==> config.mk <==
export PLATFORM = sky130hd
export DESIGN_NAME = uart_receive
export DESIGN_NICKNAME = d
export VERILOG_FILES = /design/src/rtl/uart_receive.sv
export SDC_FILE = /design/constraint.sdc
export NUM_CORES = 1
export LEC_CHECK = 0
export CORE_MARGIN = 3
export CORE_UTILIZATION = 50
export DETAILED_ROUTE_END_ITERATION = 10
export GPL_ROUTABILITY_DRIVEN = 0
export PLACE_DENSITY = 0.7
export REMOVE_ABC_BUFFERS = 1
export SKIP_CTS_REPAIR_TIMING = 1
export SYNTH_ARGS = -nofsm -noshare
export SYNTH_HDL_FRONTEND = slang
export SYNTH_SLANG_ARGS = --single-unit
==> constraint.sdc <==
create_clock -name clk_in -period 2.8 [get_ports clk_in]
set_input_delay 0.28 -clock clk_in [delete_from_list [all_inputs] [get_ports clk_in]]
set_output_delay 0.28 -clock clk_in [all_outputs]
set_load 0.02 [all_outputs]
==> src/rtl/uart_receive.sv <==
// 8N1 UART receiver: two-flop line synchroniser, mid-bit sampling, one-cycle
// valid / framing-error strobes. Counterpart of the board's transmitter.
//
// state   | meaning
// --------+-------------------------------------------------------------
// S_IDLE  | line idle, waiting for rx_sync low
// S_START | timing to mid-start-bit, revalidating the low level
// S_DATA  | sampling 8 data bits, LSB first, one per PERIOD
// S_STOP  | sampling the stop bit; deliver byte or flag framing error
// S_BRK   | stop bit was low; wait for the line to return high
module uart_receive #(
   parameter int INPUT_CLOCK_FREQ = 100_000_000,
   parameter int BAUD_RATE        = 9600
) (
   input  logic       clk_in,
   input  logic       rst_n_in,
   input  logic       rx_wire_in,
   output logic [7:0] data_out,
   output logic       valid_out,
   output logic       framing_error_out,
   output logic       busy_out
);

   localparam int PERIOD = INPUT_CLOCK_FREQ / BAUD_RATE;
   localparam int HALF   = PERIOD / 2;
   localparam int CW     = $clog2(PERIOD);

   localparam logic [CW-1:0] CNT_HALF = CW'(HALF - 1);
   localparam logic [CW-1:0] CNT_FULL = CW'(PERIOD - 1);

   if (PERIOD < 4) begin : g_period_check
      $error("uart_receive: INPUT_CLOCK_FREQ / BAUD_RATE must be at least 4");
   end

   typedef enum logic [2:0] {
      S_IDLE,
      S_START,
      S_DATA,
      S_STOP,
      S_BRK
   } state_t;

   state_t        state_q, state_d;
   logic          s1_q, rx_sync_q;
   logic [CW-1:0] count_q, count_d;
   logic [2:0]    index_q, index_d;
   logic [7:0]    shift_q, shift_d;
   logic [7:0]    data_q, data_d;
   logic          valid_q, valid_d;
   logic          ferr_q, ferr_d;
   logic          busy_q, busy_d;

   always_comb begin
      state_d = state_q;
      count_d = '0;
      index_d = index_q;
      shift_d = shift_q;
      data_d  = data_q;
      valid_d = 1'b0;
      ferr_d  = 1'b0;
      case (state_q)
         S_IDLE: begin
            if (!rx_sync_q) state_d = S_START;
         end
         S_START: begin
            if (count_q == CNT_HALF) begin
               // A start bit that is already high again at its midpoint is a glitch.
               state_d = rx_sync_q ? S_IDLE : S_DATA;
            end else begin
               count_d = count_q + 1'b1;
            end
         end
         S_DATA: begin
            if (count_q == CNT_FULL) begin
               shift_d[index_q] = rx_sync_q;
               if (index_q == 3'd7) begin
                  index_d = 3'd0;
                  state_d = S_STOP;
               end else begin
                  index_d = index_q + 3'd1;
               end
            end else begin
               count_d = count_q + 1'b1;
            end
         end
         S_STOP: begin
            if (count_q == CNT_FULL) begin
               if (rx_sync_q) begin
                  data_d  = shift_q;
                  valid_d = 1'b1;
                  state_d = S_IDLE;
               end else begin
                  ferr_d  = 1'b1;
                  state_d = S_BRK;
               end
            end else begin
               count_d = count_q + 1'b1;
            end
         end
         S_BRK: begin
            if (rx_sync_q) state_d = S_IDLE;
         end
         default: state_d = S_IDLE;
      endcase
      busy_d = (state_d != S_IDLE);
   end

   always_ff @(posedge clk_in or negedge rst_n_in) begin
      if (!rst_n_in) begin
         s1_q      <= 1'b1;
         rx_sync_q <= 1'b1;
         state_q   <= S_IDLE;
         count_q   <= '0;
         index_q   <= 3'd0;
         shift_q   <= 8'h00;
         data_q    <= 8'h00;
         valid_q   <= 1'b0;
         ferr_q    <= 1'b0;
         busy_q    <= 1'b0;
      end else begin
         s1_q      <= rx_wire_in;
         rx_sync_q <= s1_q;
         state_q   <= state_d;
         count_q   <= count_d;
         index_q   <= index_d;
         shift_q   <= shift_d;
         data_q    <= data_d;
         valid_q   <= valid_d;
         ferr_q    <= ferr_d;
         busy_q    <= busy_d;
      end
   end

   assign data_out          = data_q;
   assign valid_out         = valid_q;
   assign framing_error_out = ferr_q;
   assign busy_out          = busy_q;

endmodule

* Word level (Yosys, flattened, before mapping)
Cells that the tools add are included.
** Word-level totals
- Register bits after elaboration :: 41
- Bits of input ports :: 3
- Output and inout bits :: 11
** Cells by class
- Add/subtract/negate cells :: 2
- Magnitude comparators :: 2
- Eq/ne operators :: 7
- Mux-type cells :: 22
- Reduce and logical (&&, ||, !) cells :: 6
** Operators by type and width (number)
- $mux W14 :: 2
- $pmux W14 S2 :: 1
- $mux W3 :: 8
- $pmux W3 S5 :: 1
- $add A14 B1 Y14 const B :: 1
- $eq A14 B13 Y1 const B :: 1
- $eq A14 B14 Y1 const B :: 1
- $bwmux W8 :: 1
- $mux W1 :: 7
- $eq A3 B2 Y1 const B :: 2
- $eq A3 B3 Y1 const B :: 2
- $lt A3 B4 Y1 const B :: 1
- $add A3 B1 Y3 const B :: 1
- $demux W1 S3 :: 1
- $eq A3 B1 Y1 const B :: 1
- $ge A3 B1 Y1 const B :: 1
- $logic_not A3 Y1 :: 1
- $reduce_and A3 Y1 :: 1
- $reduce_bool A3 Y1 :: 1
- $mux W2 :: 1
- $reduce_and A2 Y1 :: 1
- $reduce_or A2 Y1 :: 1
- $logic_and A1 B1 Y1 :: 1

* Logic depth before layout (Yosys ltp)
- Depth in word-level cells :: 5
- Depth in mapped cells :: 6

* Worst setup path after synthesis
OpenSTA, ideal clock, no wires.
- Path kind :: reg-to-reg
- From :: register count_q[0]
- To :: register shift_q[0]
- Library setup time :: 0.125 ns
- Arrival time :: 1.699 ns
- Required time :: 2.675 ns
- Setup slack :: 0.976 ns
- Stages on the path, launching flop included :: 7
- Buffers on the path :: 1
- Clock period less this slack :: 1.824 ns
- Cell sequence :: dfrtp_1 ha_1 and3_1 nand4_4 buf_2 nor4_1 mux2_2
** Between the ends
- Word-level cells in the longest chain between the ends :: 2
** Ends and longest elaborated chain
- from (decl) :: RTL line 45 : logic [CW-1:0] count_q, count_d;
- from (signal assigned) :: RTL line 124 : count_q <= count_d;
- $eq A14 B14 Y1 :: RTL line 74 : if (count_q == CNT_FULL) begin
- $reduce_and A2 Y1 (no line)
- to (signal assigned) :: RTL line 126 : shift_q <= shift_d;
- to (decl) :: RTL line 47 : logic [7:0] shift_q, shift_d;
No other way between the ends.
A chain may end at the register's enable or synchronous reset.

* Final worst setup path
- From :: register count_q[0]
- To :: register data_q[1], in the netlist data_out[1]
** Between the ends
- Word-level cells in the longest chain between the ends :: 2
** Ends and longest elaborated chain
- $eq A14 B14 Y1 :: RTL line 87 : if (count_q == CNT_FULL) begin
- $reduce_and A3 Y1 (no line)
- to (signal assigned) :: RTL line 127 : data_q <= data_d;
- to (decl) :: RTL line 48 : logic [7:0] data_q, data_d;
No other way between the ends.

==> impl_metrics.csv <==
group,metric,value,unit
global_routing,grt_pass1_vias,1245,
die,ios,14,
yosys,ys_ff_latch,41,
worst_setup_path,max_stage_delay,0.54,ns
die,start_util,0.5446,
worst_setup_path,r2r-start,"count_q[0]",
worst_setup_path,crit_fanout,13,
status,status,"complete, no violations",
global_routing,grt_overflow,0,
routing,wirelength,3.420,mm
final_layout,antennaDiodeCount,0,
worst_setup_path,cp.depth,5,
placement,numPortBuffers,13,
routing,via_count,1292,
worst_setup_path,crit_arrival,2.39,ns
yosys,synth_area_leaders,"dfrtp_1, mux2_2, xnor2_1",
sta,fin_tns_setup,0,ns
final_layout,fillCellCount,267,
sta,finClkSkew,0.004442,ns
power_and_ir_drop,power.density,533.0,mW/mm^2
yosys,synth_ff_type,"dfrtp_1",
power_and_ir_drop,vdd_drop_max,0.3482,mV
routing,drc,0,
cts,cts_root_buf,"clkbuf_8",
yosys,synth_edf_count,0,
min_path,hold_class,"input pin to async pin",
cts,cts.sinks,41,
cts,cts_tree,"yes",
sta,slew_viol_final,0,
yosys,ys_async_sr_fraction,1.000,
sta,setup_violations,0,
final_layout,fin_util,0.6323,
global_routing,grt_max_degree,42,
routing,detail_route.first_pass.iterations,4,
placement,dpl_cell_area,0.002072,sq mm
power_and_ir_drop,p_leak,0.9839,nW
sta,rsz0062_at_grt,"false",
yosys,ys_types,36,
sta,finalWorstPathRequiredPeriod,2.209,ns
worst_setup_path,reg2reg_depth,5,
sta,finalHoldViolCount,0,
sta,maxSlewHeadroom,0.4289,
yosys,syn_inst,165,
yosys,synth.most_common_cell,"dfrtp_1",
cts,cts_buffers,5,
final_layout,layout-drive-gt1-share,0.1923,
yosys,yosys_warnings,0,
die,die_w,67.70,um
die,core_area,0.003495,sq mm
worst_setup_path,cpLargestDelayFamily,"simple AND/OR/NAND/NOR gates",
yosys,synth_largest_area_cell,"dfrtp_1",
yosys,ys_top_cells_by_count,"dfrtp_1, mux2_2, nor2_1",
worst_setup_path,r2r_slack,0.59,ns
final_layout,fin_nets,187,
cts,clk_latency,0.29,ns
worst_setup_path,critPathLaunchType,"register",
routing,avgViaCountPerCell,5.667,
worst_setup_path,critPathBufInv,0,
worst_setup_path,critical_path.endpoint_type,"register",
routing,wl_per_cell,15.00,um
routing,dr.first_iter.drc_count,131,
sta,fmaxAchievable,452.6,MHz
sta,whs,0.08972,ns
cts,clock_path_buffers,2,
placement,dp_hpwl,2.441,mm
yosys,synth_top_area_share,0.5128,
worst_setup_path,worstPathCellList,"ha_1 > and3_1 > nand4_4 > nor4_4 > mux2_2",
final_layout,postLayoutCellArea,0.002210,sq mm
flow_run,maxCapViolCount,0,
final_layout,syn_to_final_growth,16.11,%
die,dieArea,0.004583,sq mm
global_routing,grt_use_total,0.1814,
worst_setup_path,cp_slowest_cell,"nor4_4",
sta,worstMarginPinSlew,0.8566,ns
cts,htreeDepth,2,
worst_setup_path,required,2.98,ns
yosys,yosysSeqAreaShare,0.5404,
yosys,netlist_area,0.001903,sq mm
die,die-height,67.70,um
die,rows,21,
sta,fin_crit_sh,0.7890,
global_routing,antenna_found_initial,0,
cts,clk_transition_reported_paths,0.08,ns
worst_setup_path,setup.worst_path.class,"register to register",
routing,ant_nets,0,
worst_setup_path,r2r_end,"data_out[1]",
yosys,syn_avg_cell_area,11.53,sq um
global_routing,grt_pass1_wl,6.023,mm
where the power goes:
| group | switching (mW) | internal [mW] |
|---|---|---|
| Clock | 0.208 | 0.359 |
| Sequential | 0.00291 | 0.594 |
| Combinational | 0.0117 | 0.00214 |
| Total | 0.223 | 0.955 |
cells in the final DEF, fill, tap and decap left out, types with 3 or more instances in the layout:
cell type,netlist,final
o21ai_0,3,3
clkdlybuf4s50_1,0,12
ha_1,3,3
nor2_1,18,18
mux2_2,19,19
inv_1,4,4
nand4_1,3,3
nor3_1,9,9
nand3_1,8,8
nor4_1,8,8
nand2_1,8,8
xnor2_1,11,11
clkbuf_8,0,5
dfrtp_1,39,39
final cells by class:
| class | count | area, sq um | area share |
|---|---|---|---|
| clock buffer | 5 | 68.82 | 0.03114 |
| clock inverter | 3 | 68.82 | 0.03114 |
| inverter | 4 | 15.01 | 0.006795 |
| multi-input combinational | 115 | 838.3 | 0.3794 |
| sequential | 41 | 1028 | 0.4655 |
| tap | 46 | 57.56 | 0.02605 |
| timing repair buffer | 14 | 132.6 | 0.06002 |
worst max-delay path by stage:
stage	from	to	slack [ns]
3_3_place_gp	count_q[0]	data_out[2]	0.77
5_1_grt	count_q[0]	data_out[1]	0.49
2_1_floorplan	count_q[0]	count_q[10]	0.90
4_1_cts	count_q[0]	data_out[1]	0.61
6_report	count_q[0]	data_out[1]	0.59
3_5_place_dp	count_q[0]	data_out[1]	0.65
routing by layer:
layer  GRT usage  share of wire  wire length, um  up-vias
li1            -              -                -      624
met1      0.2487           0.47             1595      637
met2      0.2612           0.47             1605       24
met3     0.05158          0.041              139        7
met4     0.09114          0.023               79        0
met5           0              0                0        -
cell families (layout without fill, tap and decap cells):
group           after synthesis  count (layout)  share of synthesized area
xor+xnor                     12              12                    0.05523
buf+inv                       9              26                    0.01906
simple gates                 71              71                     0.2176
compound gates               10              10                    0.03551
fa+ha+maj                     3               3                    0.01973
mux                          19              19                     0.1124
flops                        41              41                     0.5404
sequential cells by signal, summed over array words and instances, names as in the netlist:
name	flops
shift_q	8
s1_q	1
rx_sync_q	1
data_out	8
busy_out	1
index_q	3
valid_out	1
count_q	14
state_q	3
framing_error_out	1
stage by stage:
stage / cells / total power, mW / setup slack [ns]
finish: 228 / 1.178 / 0.5907
global placement: 220 / 0.6230 / 0.7674
CTS: 228 / 1.192 / 0.6071
detailed placement: 220 / 0.6238 / 0.6548
global route: 228 / 1.227 / 0.4880
floorplan: 160 / 0.6091 / 0.8964
No activity file was read; power rests on OpenSTA's default activity.
